**src/rtl/slave_r_buffer.sv**
```systemverilog
// R-channel beat buffer: a BUFF_DEPTH-entry FIFO between an upstream responder and a
// downstream initiator, with a burst-completion pulse and a sticky SLVERR/DECERR flag.
module slave_r_buffer #(
  parameter int DATA_WIDTH = 32,
  parameter int ID_WIDTH   = 4,
  parameter int USER_WIDTH = 10,
  parameter int BUFF_DEPTH = 4
) (
  input  logic                          clk_i,
  input  logic                          rst_ni,
  input  logic                          test_en_i,

  input  logic                          slave_valid_i,
  input  logic [DATA_WIDTH-1:0]         slave_data_i,
  input  logic [ID_WIDTH-1:0]           slave_id_i,
  input  logic [1:0]                    slave_resp_i,
  input  logic [USER_WIDTH-1:0]         slave_user_i,
  input  logic                          slave_last_i,
  output logic                          slave_ready_o,

  output logic                          master_valid_o,
  output logic [DATA_WIDTH-1:0]         master_data_o,
  output logic [ID_WIDTH-1:0]           master_id_o,
  output logic [1:0]                    master_resp_o,
  output logic [USER_WIDTH-1:0]         master_user_o,
  output logic                          master_last_o,
  input  logic                          master_ready_i,

  output logic [$clog2(BUFF_DEPTH):0]   count_o,
  output logic                          burst_done_o,
  output logic                          err_o,
  input  logic                          err_clr_i
);

  localparam int AW = $clog2(BUFF_DEPTH);
  localparam int CW = AW + 1;
  localparam int EW = DATA_WIDTH + ID_WIDTH + 2 + USER_WIDTH + 1;

  // Handshake: a beat transfers on a rising edge where valid and ready are both high.
  // Both ready and valid come from the registered count only, so neither side's
  // input can reach the other side's outputs combinationally.

  logic [EW-1:0] mem [BUFF_DEPTH];
  logic [AW-1:0] wr_ptr;
  logic [AW-1:0] rd_ptr;
  logic [CW-1:0] count;
  logic          push;
  logic          pop;
  logic [EW-1:0] rd_entry;
  logic          burst_done_q;
  logic          err_q;
  logic          unused_test_en;

  assign unused_test_en = test_en_i;

  assign slave_ready_o  = (count != CW'(BUFF_DEPTH));
  assign master_valid_o = (count != '0);
  assign push           = slave_valid_i & slave_ready_o;
  assign pop            = master_valid_o & master_ready_i;

  // Payload is forced to zero whenever the buffer is empty, which also covers reset.
  assign rd_entry = master_valid_o ? mem[rd_ptr] : '0;
  assign {master_data_o, master_id_o, master_resp_o, master_user_o, master_last_o} = rd_entry;

  always_ff @(posedge clk_i) begin
    if (push) begin
      mem[wr_ptr] <= {slave_data_i, slave_id_i, slave_resp_i, slave_user_i, slave_last_i};
    end
  end

  always_ff @(posedge clk_i or negedge rst_ni) begin
    if (!rst_ni) begin
      wr_ptr <= '0;
      rd_ptr <= '0;
      count  <= '0;
    end else begin
      if (push) wr_ptr <= wr_ptr + AW'(1);
      if (pop)  rd_ptr <= rd_ptr + AW'(1);
      case ({push, pop})
        2'b10:   count <= count + CW'(1);
        2'b01:   count <= count - CW'(1);
        default: count <= count;
      endcase
    end
  end

  // A set from a delivered error response takes priority over a same-cycle clear.
  always_ff @(posedge clk_i or negedge rst_ni) begin
    if (!rst_ni) begin
      burst_done_q <= 1'b0;
      err_q        <= 1'b0;
    end else begin
      burst_done_q <= pop & master_last_o;
      if (pop && master_resp_o[1]) err_q <= 1'b1;
      else if (err_clr_i)          err_q <= 1'b0;
    end
  end

  assign count_o      = count;
  assign burst_done_o = burst_done_q;
  assign err_o        = err_q;

endmodule
```
**config.mk**
```make
export PLATFORM = sky130hd
export DESIGN_NAME = slave_r_buffer
export DESIGN_NICKNAME = d
export VERILOG_FILES = /design/src/rtl/slave_r_buffer.sv
export SDC_FILE = /design/constraint.sdc
export NUM_CORES = 1
export LEC_CHECK = 0
export CORE_ASPECT_RATIO = 0.7
export CORE_MARGIN = 2
export CORE_UTILIZATION = 45
export CTS_BUF_LIST = sky130_fd_sc_hd__clkbuf_8
export CTS_CLUSTER_DIAMETER = 120
export CTS_CLUSTER_SIZE = 10
export DETAILED_ROUTE_END_ITERATION = 8
export PLACE_DENSITY = 0.73
export SYNTH_ARGS = -nofsm -noshare
export SYNTH_HDL_FRONTEND = slang
export SYNTH_SLANG_ARGS = --single-unit
```
**constraint.sdc**
```tcl
create_clock -name clk_i -period 2.35 [get_ports clk_i]
set_input_delay 0.3525 -clock clk_i [delete_from_list [all_inputs] [get_ports clk_i]]
set_output_delay 0.3525 -clock clk_i [all_outputs]
set_load 0.1 [all_outputs]
```
# After elaboration in Yosys (flattened, before gate mapping)
# Memory sizes are Yosys's and may differ from the RTL's.
# Index checks and enable logic that the tools add are counted.
word_totals:
  memories: 1
  register_bits: 9
  inputBits: 55
  mem_bits_rw: 196
  word_cells: 26
classes:
  reduce_logical: 4
  muxes: 6
  n_eq_ne: 3
  n_addsub: 4
  bitwise_logic: 3
mem_list:
  columns: ["memory", "depth", "word_bits", "rd", "rd_ports_with_merged_regs", "write_ports", "line", "source"]
  rows:
  - ["mem", 4, 49, 1, 0, 1, "43", "logic [EW-1:0] mem [BUFF_DEPTH];"]
ops:
  columns: ["operator", "count"]
  rows:
  - ["$mux 49", 1]
  - ["$pmux 3 s2", 1]
  - ["$add 2x1->2 const B", 2]
  - ["$mux 1", 4]
  - ["$reduce_bool 2->1", 2]
  - ["$add 3x1->3 const B", 1]
  - ["$and 1x1->1", 3]
  - ["$ne 3x3->1 const B", 1]
  - ["$reduce_bool 3->1", 1]
  - ["$sub 3x1->3 const B", 1]
  - ["$eq 2x1->1 const B", 1]
  - ["$eq 2x2->1 const B", 1]
  - ["$logic_and 1x1->1", 1]

# Depth between registers and ports, before layout
depth:
  depth_word: 4
  mapped_depth: 10
  ltp_nobuf: 9

# Worst setup path before layout
# OpenSTA, ideal clock, no wires.
synth_path:
  kind: "reg-to-output"
  startpoint: "reg count[0] (netlist: count_o[0])"
  endpoint: "out master_data_o[22]"
  arrival_ns: 3.236
  path_buffers: 2
  stages_incl_launch_ff: 5
  setup_slack_ns: -1.239
  cell_sequence: "dfrtp_1 > or3_1 > clkbuf_1 > clkbuf_1 > and2_1"
synth_via:
  elab_chain_len: 2
synth_rtl:
  columns: ["item", "line", "source"]
  rows:
  - ["start: declaration", "46", "logic [CW-1:0] count;"]
  - ["start signal: assignment", "80", "2'b10: count <= count + CW'(1);"]
  - ["start signal: assignment", "81", "2'b01: count <= count - CW'(1);"]
  - ["start signal: assignment", "82", "default: count <= count;"]
  - ["$reduce_bool 3->1", "57", "assign master_valid_o = (count != '0);"]
  - ["via master_valid_o", "21", "output logic master_valid_o,"]
  - ["$mux 49", "62", "assign rd_entry = master_valid_o ? mem[rd_ptr] : '0;"]
  - ["end: declaration", "22", "output logic [DATA_WIDTH-1:0] master_data_o,"]
# The timed path passes the listed nets, and every way through them passes these cells.

# Worst setup path after layout
layout_path:
  startpoint: "reg rd_ptr[0]"
  endpoint: "out master_user_o[5]"
layout_via:
  elab_chain_len: 2
layout_rtl:
  columns: ["item", "line", "source"]
  rows:
  - ["start: declaration", "45", "logic [AW-1:0] rd_ptr;"]
  - ["start signal: assignment", "78", "if (pop) rd_ptr <= rd_ptr + AW'(1);"]
  - ["$mem_v2 4x49", null, null]
  - ["$mux 49", "62", null]
  - ["end: declaration", "25", "output logic [USER_WIDTH-1:0] master_user_o,"]
# No other way between the ends.

==> metrics.md <==
| Metric | Value |
|---|---|
| Final std cells w/o fill | 750 |
| Critical-path maximum fanout | 6 |
| Number of placed instances, taps included | 692 |
| # rows | 40 |
| GP Congestion | 0.711 |
| Maximum level of the CTS H-tree | 1 |
| Clk_skew | 0.0150 ns |
| Area share of the largest cell type after synthesis | 0.743 |
| Max-cap violations | 0 |
| Critical path data required time | 2.00 ns |
| Worst Setup Start Kind | flop |
| Antenna cell count | 0 |
| Top-Level Pins | 111 |
| Area growth from synthesis to layout | 34.7% |
| Combinational family with the most area after synthesis | multiplexers |
| Final core occ | 0.620 |
| Largest cells by area after synthesis | sky130_fd_sc_hd__edfxtp_1 (74%), sky130_fd_sc_hd__mux4_2 (14%), sky130_fd_sc_hd__and2_1 (3.8%), sky130_fd_sc_hd__dfrtp_1 (2.8%), sky130_fd_sc_hd__buf_6 (0.85%) |
| Final clock period utilization by the worst path | 1.07 |
| Failing checks | setup timing |
| Final cell area excluding filler cells | 0.0107 mm^2 |
| Number of max-slew violations in the final report | 0 |
| Sum of routed wire length over all layers | 15400 um |
| Highest cell delay on the worst timing path | 0.50 ns |
| Synth Warn # | 0 |
| Full die area | 0.0187 mm^2 |
| Netlist Area Pre-Place | 0.00793 mm^2 |
| Cell type with the largest total area after synthesis | sky130_fd_sc_hd__edfxtp_1 |
| Achievable clock frequency | 399 MHz |
| Number of buffers inserted for hold repair after clock tree synthesis | 0 |
| Max clock buf depth | 3 |
| Antenna violations before repair | 0 |
| Initial DRT Pass Iterations | 4 |
| Count of nets after finishing | 562 |
| Starting Density | 0.460 |
| Compound-Gate Fraction of Synth Area | 0.000789 |
| Flip-flop cell with the highest count after synthesis | sky130_fd_sc_hd__edfxtp_1 |
| Count of flip-flops with a built-in enable after synthesis | 196 |
| Layout cells sized above 1 | 0.432 |
| Total Routing Usage GR | 0.170 |
| Unrepaired setup endpoints after global routing | yes |
| Clock root buffer | sky130_fd_sc_hd__clkbuf_8 |
| Wire length of the first global-routing pass | 23700 um |
| Most instantiated library cell after synthesis | sky130_fd_sc_hd__edfxtp_1 |
| Core area | 0.0172 mm^2 |
| First-iteration detailed-routing DRC count | 229 |
| Slowest stage cell, crit path | sky130_fd_sc_hd__mux4_2 |
| Die outline width | 163 um |
| Worst skew pair latency | 0.52 ns |
| Commonest cells in the netlist | sky130_fd_sc_hd__edfxtp_1 (196), sky130_fd_sc_hd__and2_1 (48), sky130_fd_sc_hd__mux4_2 (48), sky130_fd_sc_hd__dfrtp_1 (9), sky130_fd_sc_hd__inv_1 (8) |
| Count of nets left with antenna violations after detail routing | 0 |
| Clock-pin slew on the worst setup and hold paths | 0.08 ns |
| Setup-failing EPs final | 49 |
| Synthesized Nets | 418 |
| Instance area at placement | 0.00996 mm^2 |
| Smallest setup slack after layout | -0.156 ns |
| Hold Vio Cnt, Final | 0 |
| Category of the critical setup timing path | reg2out |
| Worst relative slew slack | 0.699 |
| Avg WL per Cell | 20.6 um |
| Basic-gate share of the synthesized area counting and, or, nand and nor cells | 0.0481 |
| Hold Crit Class | in2async |
| Post-Syn Area per Cell | 22.2 um^2 |
| Count of cell types in the netlist | 26 |
| Post-synthesis adder-cell area fraction | 0.0104 |
| Vias per cell | 5.14 |
| Number of buffers added on ports | 109 |
| Critical Path Source | rd_ptr[0] |
| Time the final worst path needs with I/O delays and setup | 2.51 ns |
| Cell class contributing the biggest share of worst-path delay | multiplexers |
| Crit path cell chain | buf_4, clkbuf_16, mux4_2, and2_4, buf_12 |
| Count of buffering cells on the critical path with inverters included | 3 |
| Category of the worst setup path capture point | primary output |
| Worst slack, placed | 0.0890 ns |
| Via count | 3857 |
| Overflow after GRT | 0 |
| Status | finished, violations left |
| Share of cell area taken by muxes after synthesis | 0.143 |
| Worst flop-to-flop path startpoint | count_o[0] |
| Vias in the first global route | 4205 |
| Data arrival time of the worst path | 2.15 ns |
| Estimated wirelength of the detail-placed design | 8750 um |
| Proportion of register bits with asynchronous set or reset after synthesis | 0.0439 |
| Synth Area in XOR/XNOR | 0.00663 |
| Post-Syn Instances | 357 |
| Number of sinks handled by clock tree synthesis | 205 |
| Worst slew pin tran | 0.451 ns |
| Die Ht | 115 um |
| Largest net degree at the start of global routing | 29 |
| Total CTS buffers | 24 |
| Count of unresolved DRC violations after routing | 0 |
| Fraction of the yosys area taken by sequential cells | 0.771 |
| Synthesized flop and latch total | 205 |
| CTS tree | done |
## per-stage QoR
step                hold WS, ns  setup TNS, ns
CTS                       0.106          -7.70
global route              0.125          -7.93
global placement          0.512              0
detailed placement        0.525              0
floorplan                0.0569         -0.178
finish                    0.123          -4.01
## cell usage in the layout, fill, tap and decap left out, types with 2 or more instances in the layout
cell and n:
sky130_fd_sc_hd__mux2i_1 3, sky130_fd_sc_hd__xor2_1 2, sky130_fd_sc_hd__and2_4 49, sky130_fd_sc_hd__buf_16 4, sky130_fd_sc_hd__inv_1 24, sky130_fd_sc_hd__mux4_2 48
sky130_fd_sc_hd__clkbuf_8 25, sky130_fd_sc_hd__buf_12 59, sky130_fd_sc_hd__xnor2_1 4, sky130_fd_sc_hd__buf_4 17, sky130_fd_sc_hd__clkdlybuf4s50_1 53, sky130_fd_sc_hd__buf_6 2
sky130_fd_sc_hd__dfrtp_4 4, sky130_fd_sc_hd__edfxtp_1 196, sky130_fd_sc_hd__dfrtp_1 4, sky130_fd_sc_hd__and3_2 4, sky130_fd_sc_hd__inv_2 2, sky130_fd_sc_hd__ha_1 4
sky130_fd_sc_hd__mux2_4 2
## worst paths after layout
check / end / slack (ns) / cells after the start
worst min-delay path: wr_ptr[0] / 0.12 / 1
max in group asynchronous: rd_ptr[0] / 1.90 / 1
worst min register to register: err_o / 0.53 / 2
min in group clk_i: err_o / 0.42 / 2
worst max register to register: count_o[2] / 0.08 / 9
worst max-delay path: master_user_o[5] / -0.16 / 5
## flip-flops by register name, indices dropped and copies added (netlist names)
name,flops
wr_ptr,2
mem,196
burst_done_o,1
rd_ptr,2
err_o,1
count_o,3
## routing by layer
layer | routed length [um] | GRT usage | vias to the layer above | part of all wire
met2 | 7370 | 0.278 | 133 | 0.48
met5 | 0 | 0 | - | 0
met3 | 1070 | 0.0393 | 27 | 0.069
li1 | - | - | 1715 | -
met4 | 256 | 0.0360 | 0 | 0.017
met1 | 6750 | 0.239 | 1982 | 0.44
## repair_timing
item,in CTS,in global routing
pin swaps,15,2
endpoints found under the setup margin,50,49
cloned,5,1
buffers inserted,7,4
gates resized for setup,54,0
## kinds of logic after synthesis
kind of cell | after synthesis
mux | 53
compound gates | 1
fa+ha+maj | 6
simple gates | 60
buf+inv | 26
flops | 205
xor+xnor | 6
## final cells by class
type	instances	area (um^2)
well taps	231	289
fillers	1217	6540
repair buffers	136	2000
clock inverters	19	75.1
multi-input cells	126	1810
inverters	8	30.0
flip-flops and latches	205	6130
clock buffers	25	344
Power is not shown: default switching activity piles up to over one toggle a cycle in this logic, so the estimate is an artifact.
